<file path="config.mk">
export PLATFORM = sky130hd
export DESIGN_NAME = adc_vscale
export DESIGN_NICKNAME = d
export VERILOG_FILES = /design/src/rtl/adc_vscale_pkg.sv /design/src/rtl/adc_vscale_sat.sv /design/src/rtl/adc_vscale.sv
export SDC_FILE = /design/constraint.sdc
export NUM_CORES = 1
export LEC_CHECK = 0
export CELL_PAD_IN_SITES_DETAIL_PLACEMENT = 2
export CELL_PAD_IN_SITES_GLOBAL_PLACEMENT = 2
export CORE_ASPECT_RATIO = 2
export CORE_UTILIZATION = 36
export CTS_BUF_LIST = sky130_fd_sc_hd__clkbuf_16
export CTS_CLUSTER_DIAMETER = 150
export DETAILED_ROUTE_END_ITERATION = 16
export HOLD_SLACK_MARGIN = 0.12
export PLACE_DENSITY_LB_ADDON = 0.08
export SLEW_MARGIN = 20
export SYNTH_ARGS = -nofsm -noshare
export SYNTH_HDL_FRONTEND = slang
export SYNTH_SLANG_ARGS = --single-unit
</file>
<file path="constraint.sdc">
create_clock -name clk -period 6.6 [get_ports clk]
set_input_delay 0.99 -clock clk [delete_from_list [all_inputs] [get_ports clk]]
set_output_delay 0.99 -clock clk [all_outputs]
set_load 0.01 [all_outputs]
</file>
<file path="src/rtl/adc_vscale_pkg.sv">
// rtl/adc_vscale_pkg.sv - shared gain-code type, defaults and gain-to-shift mapping
package adc_vscale_pkg;

  typedef logic [2:0] sel_t;

  localparam int   PKG_DEF_SEL   = 3;
  localparam int   PKG_MAX_SHIFT = 10;
  localparam sel_t SEL_ILLEGAL   = 3'd7;

  // Code 7 has no gain of its own and falls back to the default code.
  function automatic int sel_to_shift(input sel_t sel, input int def_sel, input int max_shift);
    sel_t eff;
    eff = (sel == SEL_ILLEGAL) ? sel_t'(def_sel) : sel;
    return max_shift - int'(eff);
  endfunction

endpackage

</file>
<file path="src/rtl/adc_vscale_sat.sv">
// rtl/adc_vscale_sat.sv - stage-2 arithmetic: centre offset, clamp to row range, clip flag
module adc_vscale_sat #(
  parameter int ADC_W    = 14,
  parameter int PIX_W    = 8,
  parameter int Y_CENTER = 60,
  parameter int Y_MAX    = 2**PIX_W - 1
) (
  input  logic signed [ADC_W:0]   val_i,
  output logic        [PIX_W-1:0] y_o,
  output logic                    clip_o
);

  localparam int SW = PIX_W + ADC_W + 2;

  logic signed [SW-1:0] y_wide;

  assign y_wide = SW'(Y_CENTER) + {{(SW-ADC_W-1){val_i[ADC_W]}}, val_i};

  always_comb begin
    y_o    = y_wide[PIX_W-1:0];
    clip_o = 1'b0;
    if (y_wide < 0) begin
      y_o    = '0;
      clip_o = 1'b1;
    end else if (y_wide > SW'(Y_MAX)) begin
      y_o    = PIX_W'(Y_MAX);
      clip_o = 1'b1;
    end
  end

endmodule

</file>
<file path="src/rtl/adc_vscale.sv">
// rtl/adc_vscale.sv - two-stage ADC-to-pixel-row scaler with per-channel gain and block averaging
module adc_vscale
  import adc_vscale_pkg::*;
#(
  parameter int  ADC_W     = 14,
  parameter int  PIX_W     = 8,
  parameter int  NCH       = 2,
  parameter int  MAX_SHIFT = PKG_MAX_SHIFT,
  parameter int  DEF_SEL   = PKG_DEF_SEL,
  parameter int  Y_CENTER  = 60,
  parameter int  Y_MAX     = 2**PIX_W - 1,
  parameter int  AVG_LOG   = 2,
  localparam int CH_W      = (NCH > 1) ? $clog2(NCH) : 1
) (
  input  logic             clk,
  input  logic             rst_n,
  input  logic             in_valid,
  output logic             in_ready,
  input  logic [ADC_W-1:0] in_data,
  input  logic [CH_W-1:0]  in_ch,
  output logic             out_valid,
  input  logic             out_ready,
  output logic [PIX_W-1:0] out_data,
  output logic [CH_W-1:0]  out_ch,
  output logic             out_clip,
  input  logic             cfg_we,
  input  logic [CH_W-1:0]  cfg_ch,
  input  logic [2:0]       cfg_sel,
  input  logic             frame_sync,
  input  logic             avg_en
);

  localparam int                    ACC_W    = ADC_W + 1 + AVG_LOG;
  localparam logic signed [ADC_W:0] MID      = (ADC_W+1)'(2**(ADC_W-1));
  localparam sel_t                  SEL_RST  = sel_t'(DEF_SEL);
  localparam logic [AVG_LOG-1:0]    CNT_LAST = '1;

  sel_t                    sel_pend_q [NCH];
  sel_t                    sel_pend_d [NCH];
  sel_t                    sel_act_q  [NCH];
  sel_t                    sel_act_d  [NCH];
  logic signed [ACC_W-1:0] acc_q      [NCH];
  logic signed [ACC_W-1:0] acc_d      [NCH];
  logic [AVG_LOG-1:0]      cnt_q      [NCH];
  logic [AVG_LOG-1:0]      cnt_d      [NCH];
  logic                    avg_act_q, avg_act_d;

  logic                    s1_valid_q, s1_valid_d;
  logic signed [ADC_W:0]   s1_val_q, s1_val_d;
  logic [CH_W-1:0]         s1_ch_q, s1_ch_d;

  logic                    out_valid_q, out_valid_d;
  logic [PIX_W-1:0]        out_data_q, out_data_d;
  logic [CH_W-1:0]         out_ch_q, out_ch_d;
  logic                    out_clip_q, out_clip_d;

  logic                    s2_advance, accept, in_ch_ok, cfg_ch_ok, blk_done;
  sel_t                    sel_in;
  logic signed [ADC_W:0]   d_raw, d_sh, avg_val;
  logic signed [ACC_W-1:0] acc_sum;
  logic [PIX_W-1:0]        sat_y;
  logic                    sat_clip;

  assign s2_advance = !out_valid_q || out_ready;
  assign in_ready   = rst_n && (!s1_valid_q || s2_advance);
  assign accept     = in_valid && in_ready;
  assign in_ch_ok   = 32'(in_ch) < NCH;
  assign cfg_ch_ok  = 32'(cfg_ch) < NCH;

  assign sel_in   = in_ch_ok ? sel_act_q[in_ch] : SEL_RST;
  assign d_raw    = $signed({1'b0, in_data}) - MID;
  assign d_sh     = d_raw >>> sel_to_shift(sel_in, DEF_SEL, MAX_SHIFT);
  assign acc_sum  = (in_ch_ok ? acc_q[in_ch] : '0) + ACC_W'(d_sh);
  assign avg_val  = (ADC_W+1)'(acc_sum >>> AVG_LOG);
  assign blk_done = in_ch_ok && (cnt_q[in_ch] == CNT_LAST);

  always_comb begin
    sel_pend_d = sel_pend_q;
    sel_act_d  = sel_act_q;
    acc_d      = acc_q;
    cnt_d      = cnt_q;
    avg_act_d  = frame_sync ? avg_en : avg_act_q;

    // A sample landing on frame_sync belongs to the discarded partial block.
    if (frame_sync) begin
      sel_act_d = sel_pend_q;
      for (int i = 0; i < NCH; i++) begin
        acc_d[i] = '0;
        cnt_d[i] = '0;
      end
    end else if (accept && in_ch_ok && avg_act_q) begin
      acc_d[in_ch] = blk_done ? '0 : acc_sum;
      cnt_d[in_ch] = cnt_q[in_ch] + 1'b1;
    end

    if (cfg_we && cfg_ch_ok) begin
      sel_pend_d[cfg_ch] = cfg_sel;
      if (frame_sync) sel_act_d[cfg_ch] = cfg_sel;
    end

    s1_valid_d = s1_valid_q;
    s1_val_d   = s1_val_q;
    s1_ch_d    = s1_ch_q;
    if (in_ready) begin
      s1_valid_d = accept && in_ch_ok && (!avg_act_q || (blk_done && !frame_sync));
      s1_val_d   = avg_act_q ? avg_val : d_sh;
      s1_ch_d    = in_ch;
    end

    out_valid_d = out_valid_q;
    out_data_d  = out_data_q;
    out_ch_d    = out_ch_q;
    out_clip_d  = out_clip_q;
    if (s2_advance) begin
      out_valid_d = s1_valid_q;
      if (s1_valid_q) begin
        out_data_d = sat_y;
        out_ch_d   = s1_ch_q;
        out_clip_d = sat_clip;
      end
    end
  end

  always_ff @(posedge clk) begin
    if (!rst_n) begin
      for (int i = 0; i < NCH; i++) begin
        sel_pend_q[i] <= SEL_RST;
        sel_act_q[i]  <= SEL_RST;
        acc_q[i]      <= '0;
        cnt_q[i]      <= '0;
      end
      avg_act_q   <= 1'b0;
      s1_valid_q  <= 1'b0;
      s1_val_q    <= '0;
      s1_ch_q     <= '0;
      out_valid_q <= 1'b0;
      out_data_q  <= '0;
      out_ch_q    <= '0;
      out_clip_q  <= 1'b0;
    end else begin
      sel_pend_q  <= sel_pend_d;
      sel_act_q   <= sel_act_d;
      acc_q       <= acc_d;
      cnt_q       <= cnt_d;
      avg_act_q   <= avg_act_d;
      s1_valid_q  <= s1_valid_d;
      s1_val_q    <= s1_val_d;
      s1_ch_q     <= s1_ch_d;
      out_valid_q <= out_valid_d;
      out_data_q  <= out_data_d;
      out_ch_q    <= out_ch_d;
      out_clip_q  <= out_clip_d;
    end
  end

  adc_vscale_sat #(
    .ADC_W   (ADC_W),
    .PIX_W   (PIX_W),
    .Y_CENTER(Y_CENTER),
    .Y_MAX   (Y_MAX)
  ) u_sat (
    .val_i (s1_val_q),
    .y_o   (sat_y),
    .clip_o(sat_clip)
  );

  assign out_valid = out_valid_q;
  assign out_data  = out_data_q;
  assign out_ch    = out_ch_q;
  assign out_clip  = out_clip_q;

endmodule
</file>
==> flow_summary.toml <==
[layout]
multiInputGateArea_sq_um = 3310
fin_util_pct = 42.7
area_growth_pct = 16.1
final_common_cell = "dfxtp_1"
layoutNonFillerInstCount = 823
drive_above_1_share_pct = 10.7
num_antenna_cells = 0
num-fill-cells = 1581
nets = 676
layout_common_cells = "dfxtp_1 (79), nand2_1 (60), a21oi_1 (57)"
regArea_sq_um = 1580

[clocking]
ctsResizeCount = 0
clkTransAtPathRegs_ns = 0.06
ctsHoldBuffers = 0
root_buffer = "clkbuf_16"
cts_tree = "built"
clk_path_buf_depth = 2
cts.htree.levels = 3
cts.sinks = 79
worst_skew_pair.late_latency_ns = 0.34
numCtsBuffers = 9
post-cts-setup-buffers = 0

[placed_design]
dp_hpwl_um = 13900
numPortBuffers = 37
dpl_worst_slack_ns = 0.416
place_congestion = 0.933
placedCellCount = 807

[route]
vias = 4846
drt_first_pass_iters = 4
viasPerCell = 5.89
drc = 0
wl_per_cell_um = 21.8
drtIter0Drc = 179
routed_wl_um = 17900
antenna_left = 0

[sta]
hold_violations = 0
rsz0062_at_grt = "false"
slew_headroom_pct = 38.0
worst_slack_ns = 0.637
fin_setup_tns_ns = 0
setup_viol = 0
maxClockFrequency_ghz = 0.168
fin_crit_ns = 5.96
drv_slew = 0
finalCritPeriodShare_pct = 90.3
worstMarginPinSlew_ns = 0.926
finClkSkew_ns = 0.0102

[outcome]
status = "finished clean"

[logic_synthesis]
ys_seq_area_share_pct = 31.0
synth_top_flop_cell = "dfxtp_1"
avgSynthCellArea_sq_um = 8.34
syn-num-nets = 659
synthArstFlopShare_pct = 0
syn_area_sq_um = 5100
ys_warn_count = 0
synth_edf_count = 0
synth.distinct_cells = 63
synth_cells = 612
ys_ff_latch = 79

[power]
leakage_uw = 0.00231
p_per_area_nw_per_um2 = 223
power_uw = 1320
ir_worst_vdd_uv = 116

[grt]
grt_overflow = 0
grt_pass1_vias = 5389
antenna_found_initial = 0
grt_max_degree = 41
grt_usage_pct = 25.6
grt_pass1_wl_um = 28400

[setup_path]
required_ns = 6.85
reg2reg_from = "sel_act_q[3]$_SDFF_PN1_"
endpoint_kind = "flop"
crit_path_max_fanout = 9
cp-start-kind = "input port"
rr_worst_depth = 15
crit_type = "in2reg"
crit_start = "in_ch"
cp.arrival_ns = 6.22

[hold_path]
hp-class = "reg2reg"
min_path_cells = 1
min_from = "out_data[3]$_SDFFE_PN0P_"

[floorplanning]
rows = 61
die-width_um = 86.2
pin_count = 38
initial_core_util_pct = 36.7
die_area_sq_um = 14700
die_h_um = 170
coreArea_sq_um = 13900

[job]
maxCapViolCount = 0
-- area by class of cell --
cell class	count	share of cell area (%)
Clock buffer	9	3.80
Tap cell	189	3.99
Sequential cell	79	26.7
Timing Repair Buffer	48	7.65
Clock inverter	7	1.25
Inverter	12	0.760
Multi-Input combinational cell	479	55.9
-- final timing paths --
check,endpoint,slack [ns]
setup reg to reg,s1_val_q[13]$_SDFFE_PN0P_,1.65
hold reg to reg,out_data[3]$_SDFFE_PN0P_,0.45
setup / recovery,s1_val_q[13]$_SDFFE_PN0P_,0.64
hold / removal,out_data[3]$_SDFFE_PN0P_,0.45
-- worst max-delay path, cell delays in order --
cell             delay (ns)
clkdlybuf4s50_1        0.62
mux2i_2                0.27
inv_1                  0.11
ha_1                   0.28
o21ai_0                0.53
and2_1                 0.50
mux4_2                 0.39
o21ai_0                0.20
a21oi_1                0.07
ha_1                   0.39
a21oi_1                0.13
a21boi_0               0.37
nand2_1                0.20
o211ai_1               0.41
or4b_2                 0.62
o211ai_1               0.13
-- per-stage QoR --
step | cell area, sq um | hold WS [ns]
4_1_cts | 5920 | 0.453
2_1_floorplan | 5100 | 0.429
3_3_place_gp | 5620 | 0.433
6_report | 5920 | 0.451
3_5_place_dp | 5620 | 0.439
5_1_grt | 5920 | 0.474
-- cell usage after synthesis, drive strengths merged (3+ instances only) --
master / count / share of area (%)
xnor2: 5 / 0.86
a211oi: 4 / 0.59
or3: 12 / 1.6
o211ai: 7 / 1.0
mux2: 21 / 4.7
buf: 8 / 0.91
nand3: 18 / 1.8
a21oi: 59 / 5.9
a21boi: 3 / 0.44
and2: 9 / 1.1
xor2: 8 / 1.4
a32o: 5 / 0.98
a2111oi: 3 / 0.51
nor4: 4 / 0.49
o21ai: 34 / 3.3
a21o: 17 / 2.5
nand2: 60 / 4.4
nor2b: 15 / 1.8
or2: 3 / 0.37
clkbuf: 34 / 2.5
nand3b: 4 / 0.59
mux4: 6 / 2.6
o211a: 3 / 0.59
dfxtp: 79 / 31
and3: 4 / 0.49
mux2i: 36 / 7.1
a22oi: 4 / 0.59
o311ai: 3 / 0.51
nand2b: 8 / 0.98
a31oi: 9 / 1.1
nor3: 16 / 1.6
o31ai: 5 / 0.74
ha: 20 / 4.9
inv: 12 / 0.88
nor2: 36 / 2.6
nand4: 6 / 0.74
nor3b: 3 / 0.44
-- flip-flops by register name, summed over array words and instances (netlist names), 4 cells and up --
signal      flops
cnt_q           4
sel_pend_q      6
acc_q          34
sel_act_q       6
out_data        8
s1_val_q       15
-- layer usage --
layer / vias to the layer above / global-route usage [%] / routed length, um
li1: 2288 / - / -
met1: 2449 / 24.4 / 6440
met2: 68 / 51.0 / 10400
met3: 41 / 2.81 / 285
met4: 0 / 14.4 / 829
met5: - / 0 / 0
-- cells by family after synthesis --
kind of cell	count (synthesis)	share of synthesized area [%]
simple gates	206	20.3
compound gates	176	22.4
flops	79	31.0
mux	63	14.5
buf+inv	54	4.29
fa+ha+maj	21	5.30
xor+xnor	13	2.23
-- power breakdown --
part | switching, uW | leakage, uW | internal (uW)
Combinational | 175 | 0.00152 | 120
Sequential | 20.0 | 0.000645 | 499
Clock | 214 | 0.000151 | 294
(Power assumes the default switching activity.)
